### src/rtl/dp_ram_init.sv
// True dual-port RAM with registered reads and a hardware clear sequence after reset.
// Port A wins write-write collisions; cross-port readers always see the pre-edge word.
module dp_ram_init #(
  parameter int                    DATA_WIDTH = 8,
  parameter int                    ADDR_WIDTH = 4,
  parameter int                    DEPTH      = 1 << ADDR_WIDTH,
  parameter int                    WRITE_MODE = 0,
  parameter logic [DATA_WIDTH-1:0] INIT_VALUE = '0
) (
  input  logic                  clk,
  input  logic                  rst_n,
  input  logic                  en_a,
  input  logic                  we_a,
  input  logic [ADDR_WIDTH-1:0] addr_a,
  input  logic [DATA_WIDTH-1:0] din_a,
  input  logic                  en_b,
  input  logic                  we_b,
  input  logic [ADDR_WIDTH-1:0] addr_b,
  input  logic [DATA_WIDTH-1:0] din_b,
  output logic [DATA_WIDTH-1:0] dout_a,
  output logic [DATA_WIDTH-1:0] dout_b,
  output logic                  valid_a,
  output logic                  valid_b,
  output logic                  ready,
  output logic                  collision
);

  typedef enum logic {S_INIT, S_RUN} state_t;

  localparam logic [ADDR_WIDTH-1:0] LAST_ADDR = ADDR_WIDTH'(DEPTH - 1);
  localparam logic [ADDR_WIDTH:0]   DEPTH_W   = (ADDR_WIDTH + 1)'(DEPTH);

  logic [DATA_WIDTH-1:0] mem [DEPTH];

  state_t                state;
  logic [ADDR_WIDTH-1:0] init_addr;
  logic                  in_a, in_b;
  logic                  wr_a, wr_b, wr_clash;
  logic [DATA_WIDTH-1:0] rd_a, rd_b;

  always_comb begin
    in_a     = ({1'b0, addr_a} < DEPTH_W);
    in_b     = ({1'b0, addr_b} < DEPTH_W);
    wr_a     = (state == S_RUN) && en_a && we_a;
    wr_b     = (state == S_RUN) && en_b && we_b;
    wr_clash = wr_a && wr_b && (addr_a == addr_b);
    rd_a     = in_a ? mem[addr_a] : '0;
    rd_b     = in_b ? mem[addr_b] : '0;
  end

  // Storage has no reset; the clear sequence overwrites every word instead.
  always_ff @(posedge clk) begin
    if (state == S_INIT) begin
      mem[init_addr] <= INIT_VALUE;
    end else begin
      if (wr_a && in_a)
        mem[addr_a] <= din_a;
      if (wr_b && in_b && !wr_clash)
        mem[addr_b] <= din_b;
    end
  end

  always_ff @(posedge clk or negedge rst_n) begin
    if (!rst_n) begin
      state     <= S_INIT;
      init_addr <= '0;
      ready     <= 1'b0;
      valid_a   <= 1'b0;
      valid_b   <= 1'b0;
      collision <= 1'b0;
      dout_a    <= '0;
      dout_b    <= '0;
    end else begin
      valid_a   <= 1'b0;
      valid_b   <= 1'b0;
      collision <= 1'b0;
      case (state)
        S_INIT: begin
          init_addr <= init_addr + 1'b1;
          if (init_addr == LAST_ADDR) begin
            state <= S_RUN;
            ready <= 1'b1;
          end
        end
        S_RUN: begin
          if (en_a) begin
            valid_a <= 1'b1;
            dout_a  <= (we_a && WRITE_MODE == 1) ? din_a : rd_a;
          end
          if (en_b) begin
            valid_b <= 1'b1;
            dout_b  <= (we_b && WRITE_MODE == 1) ? din_b : rd_b;
          end
          collision <= wr_clash;
        end
        default: state <= S_INIT;
      endcase
    end
  end

endmodule

### config.mk
export PLATFORM = sky130hd
export DESIGN_NAME = dp_ram_init
export DESIGN_NICKNAME = d
export VERILOG_FILES = /design/src/rtl/dp_ram_init.sv
export SDC_FILE = /design/constraint.sdc
export NUM_CORES = 1
export LEC_CHECK = 0
export ABC_AREA = 1
export BUFFER_PORTS_ARGS = -buffer_cell sky130_fd_sc_hd__buf_4
export CAP_MARGIN = 30
export CORE_ASPECT_RATIO = 2
export CORE_MARGIN = 3
export CORE_UTILIZATION = 63
export CTS_CLUSTER_DIAMETER = 50
export CTS_CLUSTER_SIZE = 40
export DETAILED_ROUTE_END_ITERATION = 12
export MAX_ROUTING_LAYER = met4
export PLACE_DENSITY = 0.82
export SYNTH_ARGS = -nofsm -noshare
export SYNTH_HDL_FRONTEND = slang
export SYNTH_SLANG_ARGS = --single-unit
### constraint.sdc
create_clock -name clk -period 3.2 [get_ports clk]
set_input_delay 0.48 -clock clk [delete_from_list [all_inputs] [get_ports clk]]
set_output_delay 0.48 -clock clk [all_outputs]
set_load 0.01 [all_outputs]
==> results of run 1 <==
-- layout make-up --
| cell class | count | share of cell area, % |
|---|---|---|
| clock buffer | 18 | 3.896 |
| clock inverter | 14 | 0.9768 |
| inverter | 31 | 1.099 |
| multi-input combinational | 1113 | 45.15 |
| sequential | 153 | 39.65 |
| tap | 201 | 2.231 |
| timing repair buffer | 104 | 6.993 |
-- final timing paths --
path	endpoint	cells after the start	start	slack (ps)
setup / recovery	mem[11][2]	6	state	380
hold / removal	collision	3	we_a	330
setup reg to reg	mem[11][2]	6	state	380
hold reg to reg	dout_a[0]	2	dout_a[0]	480
max in group asynchronous	init_addr[2]	2	rst_n	2480
min in group asynchronous	dout_b[2]	2	rst_n	470
-- logic make-up after synthesis --
logic type      after synthesis
simple gates               1084
buf+inv                     139
fa+ha+maj                     1
xor+xnor                      5
flops                       153
compound gates               23
-- power groups by stage --
stage | Sequential [uW] | Combinational [uW] | Clock (uW)
2_1_floorplan | 2250 | 377 | 0
3_3_place_gp | 2240 | 615 | 0
3_5_place_dp | 2250 | 625 | 0
4_1_cts | 2200 | 628 | 1900
5_1_grt | 2200 | 700 | 1990
6_report | 2200 | 656 | 1900
-- metal layers --
layer	up-vias	track usage, %	share of wire [%]
li1	4728	-	-
met1	4577	45.31	31
met2	694	64.50	47
met3	277	10.02	10
met4	0	36.60	11
met5	-	-	0
-- sequential cells by signal (all words and copies together) (netlist names) --
signal and flops:
mem 128, dout_a 8, dout_b 8, init_addr 4, collision 1, ready 1, state 1, valid_a 1
valid_b 1
-- synth_stat cells --
| library cell | instances | share of area, % |
|---|---|---|
| clkbuf_1 | 33 | 1.2 |
| nand2_2 | 2 | 0.12 |
| buf_8 | 2 | 0.29 |
| nand3_4 | 14 | 2.4 |
| nand3_1 | 137 | 6.7 |
| nor2_1 | 27 | 0.99 |
| nand3_2 | 2 | 0.20 |
| xnor2_1 | 1 | 0.086 |
| clkinv_4 | 1 | 0.086 |
| buf_2 | 27 | 1.3 |
| inv_1 | 21 | 0.77 |
| dfrtp_1 | 25 | 6.1 |
| buf_4 | 9 | 0.66 |
| nand2_1 | 734 | 27 |
| nand4_1 | 137 | 8.4 |
| buf_1 | 28 | 1.0 |
| inv_2 | 6 | 0.22 |
| ha_1 | 1 | 0.12 |
| o21ai_1 | 2 | 0.098 |
| o21bai_1 | 1 | 0.073 |
| xor2_1 | 4 | 0.34 |
| nand2_4 | 2 | 0.22 |
| nor4b_1 | 1 | 0.086 |
| edfxtp_1 | 128 | 38 |
| clkinv_2 | 1 | 0.049 |
| nor2_4 | 4 | 0.44 |
| nor2_2 | 24 | 1.5 |
| o21ai_0 | 20 | 0.98 |
| clkinv_1 | 2 | 0.073 |
| buf_6 | 9 | 0.99 |
-- per-stage QoR --
stage | cells | power [uW] | hold WS, ps | cell area (um^2)
after floorplan | 1405 | 2631 | 184.4 | 10230
after global placement | 1598 | 2860 | 391.9 | 10700
after detailed placement | 1598 | 2870 | 398.5 | 10700
after CTS | 1631 | 4730 | 332.6 | 11260
after global routing | 1634 | 4897 | 346.9 | 11270
final | 1634 | 4757 | 334.1 | 11270
-- worst reg2reg max path, cell delays in order (launching register included) --
cell and delay [ps]:
dfrtp_1 540, nand2_4 140, inv_2 190, nand2_4 120, o21ai_0 500, nand3_1 350, o21ai_1 600
-- repair_timing --
item | 4_1_cts | 5_1_grt
hold buffers | 1 | 0
endpoints found under the hold margin | 25 | 0
resized for setup | 0 | 2
setup endpoints to repair | 0 | 16
==> qor.log, run 1 <==
qor: yosys.post_synth_instance_area 10230 um^2
qor: setup_path.startpoint_type register
qor: setup_path.critical-path-top-delay-family compound AO/OA/AOI/OAI gates
qor: pwr.internal-power 3399 uW
qor: outcome.outcome finished, final reports clean
qor: setup_path.critical-path-top-cell-by-count nand2_4
qor: yosys.synthSimpleGateAreaFrac 47.92%
qor: setup_path.worst_ep_required_time 3260 ps
qor: die.start_util 64.52%
qor: yosys.syn_nets 1436
qor: drt.detailroute.via_count 10276
qor: clock_network.cts.sinks 153
qor: layout.layout.core_utilization 71.08%
qor: layout.finish.net_count 1451
qor: yosys.yosys.area_share.adder 0.1223%
qor: drt.detail_route.wl_per_cell 21.68 um
qor: setup_path.critPathArrivalTime 2880 ps
qor: drt.iter_0_drt_violations 1459
qor: clock_network.clk_path_buf_depth 2
qor: pwr.clock_power_share 39.9%
qor: sta.finalHoldViolCount 0
qor: clock_network.tritoncts done
qor: sta.timing.fmax 0.3550 GHz
qor: sta.total_negative_slack 0 ps
qor: global_routing.grt_overflow 0
qor: setup_path.critical_path.cell_chain nand2_4 > inv_2 > nand2_4 > o21ai_0 > nand3_1 > o21ai_1
qor: pwr.p_per_area 422.0 nW/um^2
qor: yosys.post_synth_inst_count 1405
qor: layout.flow.area_growth_from_synthesis 10.16%
qor: pwr.p_sw_share 28.56%
qor: yosys.synth-xor-area-share 0.4280%
qor: sta.setup_ws 383.1 ps
qor: clock_network.worst_skew_pair.late_latency 440 ps
qor: yosys.yosysSeqAreaShare 43.68%
qor: die.floorplan.die_area 17900 um^2
qor: pwr.net-switching-power 1358 uW
qor: yosys.average_instance_area_after_synthesis 7.283 um^2
qor: hold_path.hp-class input port to register
qor: yosys.synth_top_family_by_area simple AND/OR/NAND/NOR gates
qor: drt.route.final.wire_length 35420 um
qor: die.floorplan.rows 65
qor: layout.antenna_cells 0
qor: die.vertical_die_dimension 186.2 um
qor: sta.relSlewSlack 57.04%
qor: sta.finClkSkew 13.22 ps
qor: placement.pre_cts_slack 180.5 ps
qor: clock_network.htree_levels 4
qor: drt.antenna_left 0
qor: sta.timing_worst_slew_pin_value 640.1 ps
qor: setup_path.slowest_delay 600 ps
qor: yosys.fraction_of_the_mapped_netlist_area_in_compound_gates 1.149%
qor: pwr.combPwrFrac 13.8%
qor: clock_network.root_buffer clkbuf_16
qor: setup_path.endpoint_kind register
qor: die.io_pins 50
qor: global_routing.grt_antenna_before_repair 0
qor: die.placeableCoreArea 15860 um^2
qor: placement.dp_hpwl 24810 um
qor: yosys.synth.ff_latch_count 153
qor: global_routing.gr-usage-all-layers 42.41%
qor: drt.dr.pass1.iters 7
qor: setup_path.crit_fanout 11
qor: setup_path.crit_type register to register
qor: yosys.yosys-mux-area-fraction 0%
qor: clock_network.post-cts-setup-buffer-count 0
qor: layout.area.sequential 4469 um^2
qor: placement.gp_congestion 1.209
qor: clock_network.clk_pin_slew_worst_paths 60 ps
qor: die.die_width 96.12 um
qor: sta.layout_worst_path_cycle_share 88.03%
qor: layout.layout_commonest_cell nand2_1
qor: clock_network.cts_made_buffers 17
qor: layout.fill_cells 1326
qor: global_routing.grt_first_pass_wirelength 53230 um
qor: yosys.yosys.cell_types.count 30
qor: layout.layout.cells.most_common_list nand2_1 (734), nand4_1 (137), nand3_1 (136)
qor: sta.grt_setup_unrepaired false
qor: global_routing.grt_pass1_vias 9518
qor: global_routing.pin_count_of_the_biggest_net_entering_global_routing 53
qor: placement.port_buffers 49
qor: sta.period_minus_slack 2817 ps
qor: layout.layout-drive-gt1-share 13.40%
qor: yosys.synthesis.yosys.warnings 0
qor: job.number_of_max_cap_violations 0
qor: pwr.vdd_ir_drop_max 0.4601 mV
qor: setup_path.timing.critical_path.buf_inv 1
qor: pwr.sequential_power_share 46.3%
qor: sta.setup_violations 0
qor: sta.final-max-slew-violation-count 0
qor: setup_path.timing.critical_path.slowest_stage_cell o21ai_1
qor: drt.drc 0
qor: layout.multi_input_comb_area 5090 um^2
qor: drt.avgViaCountPerCell 6.289
qor: pwr.p_leak 0.005259 uW
No activity file was read; power rests on OpenSTA's default activity.
==> run 2, diff against run 1 <==
==> config.mk (replaced) <==
export PLATFORM = sky130hd
export DESIGN_NAME = dp_ram_init
export DESIGN_NICKNAME = d
export VERILOG_FILES = /design/src/rtl/dp_ram_init.sv
export SDC_FILE = /design/constraint.sdc
export NUM_CORES = 1
export LEC_CHECK = 0
export BUFFER_PORTS_ARGS = -buffer_cell sky130_fd_sc_hd__buf_4
export CAP_MARGIN = 20
export CORE_ASPECT_RATIO = 2
export CORE_MARGIN = 3
export CORE_UTILIZATION = 62
export CTS_CLUSTER_DIAMETER = 50
export CTS_CLUSTER_SIZE = 40
export DETAILED_ROUTE_END_ITERATION = 12
export MAX_ROUTING_LAYER = met4
export PLACE_DENSITY = 0.81
export RECOVER_POWER = 50
export SYNTH_ARGS = -nofsm -noshare
export SYNTH_HDL_FRONTEND = slang
export SYNTH_SLANG_ARGS = --single-unit
==> run 2 against run 1 <==
The run now ends with max-capacitance violations, max-slew violations left; global-route usage decreased by 9.0 points; routed wire length decreased by 27%; non-clock buffer count down 21; clock-buffer cell count increased by 2; critical path type is now input port to register; largest cell class is now registers.
==> qor.log, run 2 <==
qor: clock_network.worst_skew_pair.late_latency 430 ps
qor: setup_path.critical_path.cell_chain buf_4 > clkbuf_2 > mux2i_1 > a22oi_1 > a31oi_1 > o21ai_0
qor: placement.port_buffers 49
qor: yosys.synth.largest_area_cell edfxtp_1
qor: clock_network.tritoncts done
qor: layout.layout_commonest_cell mux2_2
qor: drt.detailroute.via_count 6514
qor: global_routing.use_met1 37.32%
qor: pwr.p_per_area 471.1 nW/um^2
qor: setup_path.critPathArrivalTime 3250 ps
qor: clock_network.clk_path_buf_depth 2
qor: sta.period_minus_slack 2908 ps
qor: placement.dp_hpwl 18110 um
qor: drt.antenna_left 0
qor: die.io_pins 50
qor: pwr.vdd_ir_drop_max 0.4350 mV
qor: hold_path.hp-class register to register
qor: global_routing.grt_overflow 0
qor: yosys.syn_nets 717
qor: clock_network.post_cts_hold_buffer_count 1
qor: drt.drc 0
qor: clock_network.htree_levels 4
qor: placement.pre_cts_slack 307.0 ps
qor: layout.finish.net_count 754
qor: drt.detail_route.wl_per_cell 27.91 um
qor: sta.setup_violations 0
qor: setup_path.startpoint_type input port
qor: setup_path.timing.critical_path.buf_inv 2
qor: layout.flow.area_growth_from_synthesis 10.16%
qor: hold_path.hold_path_depth 1
qor: setup_path.endpoint_kind register
qor: yosys.average_instance_area_after_synthesis 13.43 um^2
qor: setup_path.worst-path-stages 6
qor: clock_network.clk_pin_slew_worst_paths 70 ps
qor: setup_path.critical-path-top-delay-family buffers and inverters
qor: setup_path.worst_ep_required_time 3540 ps
qor: setup_path.timing.critical_path.slowest_stage_cell clkbuf_2
qor: layout.layout_top_registers mem (128), dout_a (8), dout_b (8)
qor: drt.iter_0_drt_violations 702
qor: global_routing.pin_count_of_the_biggest_net_entering_global_routing 63
qor: layout.largest-register mem
qor: sta.setup_ws 292.4 ps
qor: die.floorplan.die_area 16450 um^2
qor: yosys.synth_async_sr_flop_share 16.34%
qor: layout.number_of_flip_flops_in_the_largest_register 128
qor: global_routing.globalRouteMet2Util 57.20%
qor: yosys.synth.ff_latch_count 153
qor: placement.placed_cells 895
qor: sta.finalHoldViolCount 0
qor: clock_network.post-cts-setup-buffer-count 0
qor: job.number_of_max_cap_violations 1
qor: die.die_width 92.20 um
qor: global_routing.globalRoute.busiestLayer met2
qor: sta.relSlewSlack -54.75%
qor: yosys.post_synth_instance_area 9213 um^2
qor: layout.antenna_cells 0
qor: global_routing.grt_first_pass_wirelength 39420 um
qor: yosys.synthesis.yosys.warnings 0
qor: die.start_util 63.85%
qor: yosys.yosys.cell_types.count 50
qor: yosys.dominantRegCellSynth edfxtp_1
qor: setup_path.crit_fanout 62
qor: clock_network.cts_made_buffers 17
qor: yosys.post_synth_inst_count 686
qor: outcome.violations max-capacitance violations, max-slew violations
qor: sta.timing_worst_slew_pin_value 2321 ps
qor: die.vertical_die_dimension 178.4 um
qor: yosys.yosys-top-cells-area edfxtp_1 (42%), mux2_2 (17%), mux2i_1 (8.9%)
qor: setup_path.slowest_delay 1620 ps
qor: setup_path.crit_type input port to register
qor: global_routing.grt_antenna_before_repair 0
qor: yosys.synth_enable_flop_cells 128
qor: sta.grt_setup_unrepaired false
qor: sta.timing.fmax 0.3439 GHz
qor: sta.final-max-slew-violation-count 63
qor: yosys.synth.top_cells.by_count mux2_2 (136), edfxtp_1 (128), mux2i_1 (82), clkbuf_1 (41), nor2_1 (27)
qor: yosys.post-synth-top-area-fraction 41.72%
qor: sta.layout_worst_path_cycle_share 90.86%
qor: layout.fill_cells 1067
qor: setup_path.reg2reg_depth 5
qor: global_routing.gr-usage-all-layers 33.45%
qor: sta.finClkSkew 10.10 ps
qor: drt.route.final.wire_length 25900 um
qor: layout.post_layout_nonfiller_instances 928
qor: drt.dr.pass1.iters 5
qor: sta.total_negative_slack 0 ps
qor: clock_network.cts.sinks 153
qor: layout.layout.cells.most_common_list mux2_2 (136), edfxtp_1 (128), mux2i_1 (82)
qor: die.placeableCoreArea 14430 um^2
qor: global_routing.grt_pass1_vias 6732
qor: yosys.yosysMostFrequentCell mux2_2
qor: placement.gp_congestion 0.9692
qor: clock_network.root_buffer clkbuf_16
qor: outcome.outcome finished, violations left
qor: global_routing.grt_use_met3 5.530%
qor: layout.layout-drive-gt1-share 35.19%
qor: die.floorplan.rows 62
qor: drt.avgViaCountPerCell 7.019
qor: pwr.p_leak 0.003987 uW
qor: clock_network.cts-resized-gates 0
qor: yosys.yosysSeqAreaShare 48.51%
-- run 2: cell families (layout without fill, tap and decap cells) --
kind of cell | count (synthesis) | in the layout | share of synthesized area, %
mux | 241 | 241 | 31.16
flops | 153 | 153 | 48.51
simple gates | 102 | 102 | 5.609
xor+xnor | 7 | 7 | 0.7471
buf+inv | 67 | 117 | 3.192
compound gates | 115 | 115 | 10.65
fa+ha+maj | 1 | 1 | 0.1358
-- run 2: where the power goes --
group	switching [uW]	leakage [uW]	internal [uW]
clock network	872	0.000293	1190
logic	310	0.00201	207
registers	14.9	0.00169	2190
total	1200	0.00399	3580
-- run 2: final cells by class --
type	instances	area, um^2	share of cell area, %
Clock buffer	20	479.2	4.722
Clock inverter	12	125.1	1.233
Inverter	2	7.507	0.07397
Multi-Input combinational cell	466	4313	42.50
Sequential cell	153	4469	44.04
Tap cell	192	240.2	2.367
Timing Repair Buffer	83	514.2	5.067
-- run 2: routing by layer --
layer,wire length (um),vias up
li1,-,2753
met1,8949,3230
met2,13610,414
met3,1899,117
met4,1448,0
met5,0,-
-- run 2: final timing paths --
path | start | endpoint | slack, ps
setup reg to reg | state | mem[6][5] | 340
hold / removal | ready | ready | 490
min in group asynchronous | rst_n | collision | 890
max in group asynchronous | rst_n | dout_a[5] | 1480
hold reg to reg | ready | ready | 490
setup / recovery | addr_a[1] | dout_a[6] | 290
-- run 2: metrics by stage --
| step | instance area (um^2) | power, uW | hold slack, ps | util (%) |
|---|---|---|---|---|
| final | 10150 | 4781 | 494.9 | 70.33 |
| after global routing | 10150 | 4909 | 503.4 | 70.33 |
| after CTS | 10400 | 4797 | 491.8 | 72.05 |
| after detailed placement | 9782 | 2778 | 401.1 | 67.79 |
| after global placement | 9782 | 2757 | 395.6 | 67.79 |
| after floorplan | 9213 | 2590 | 184.4 | - |
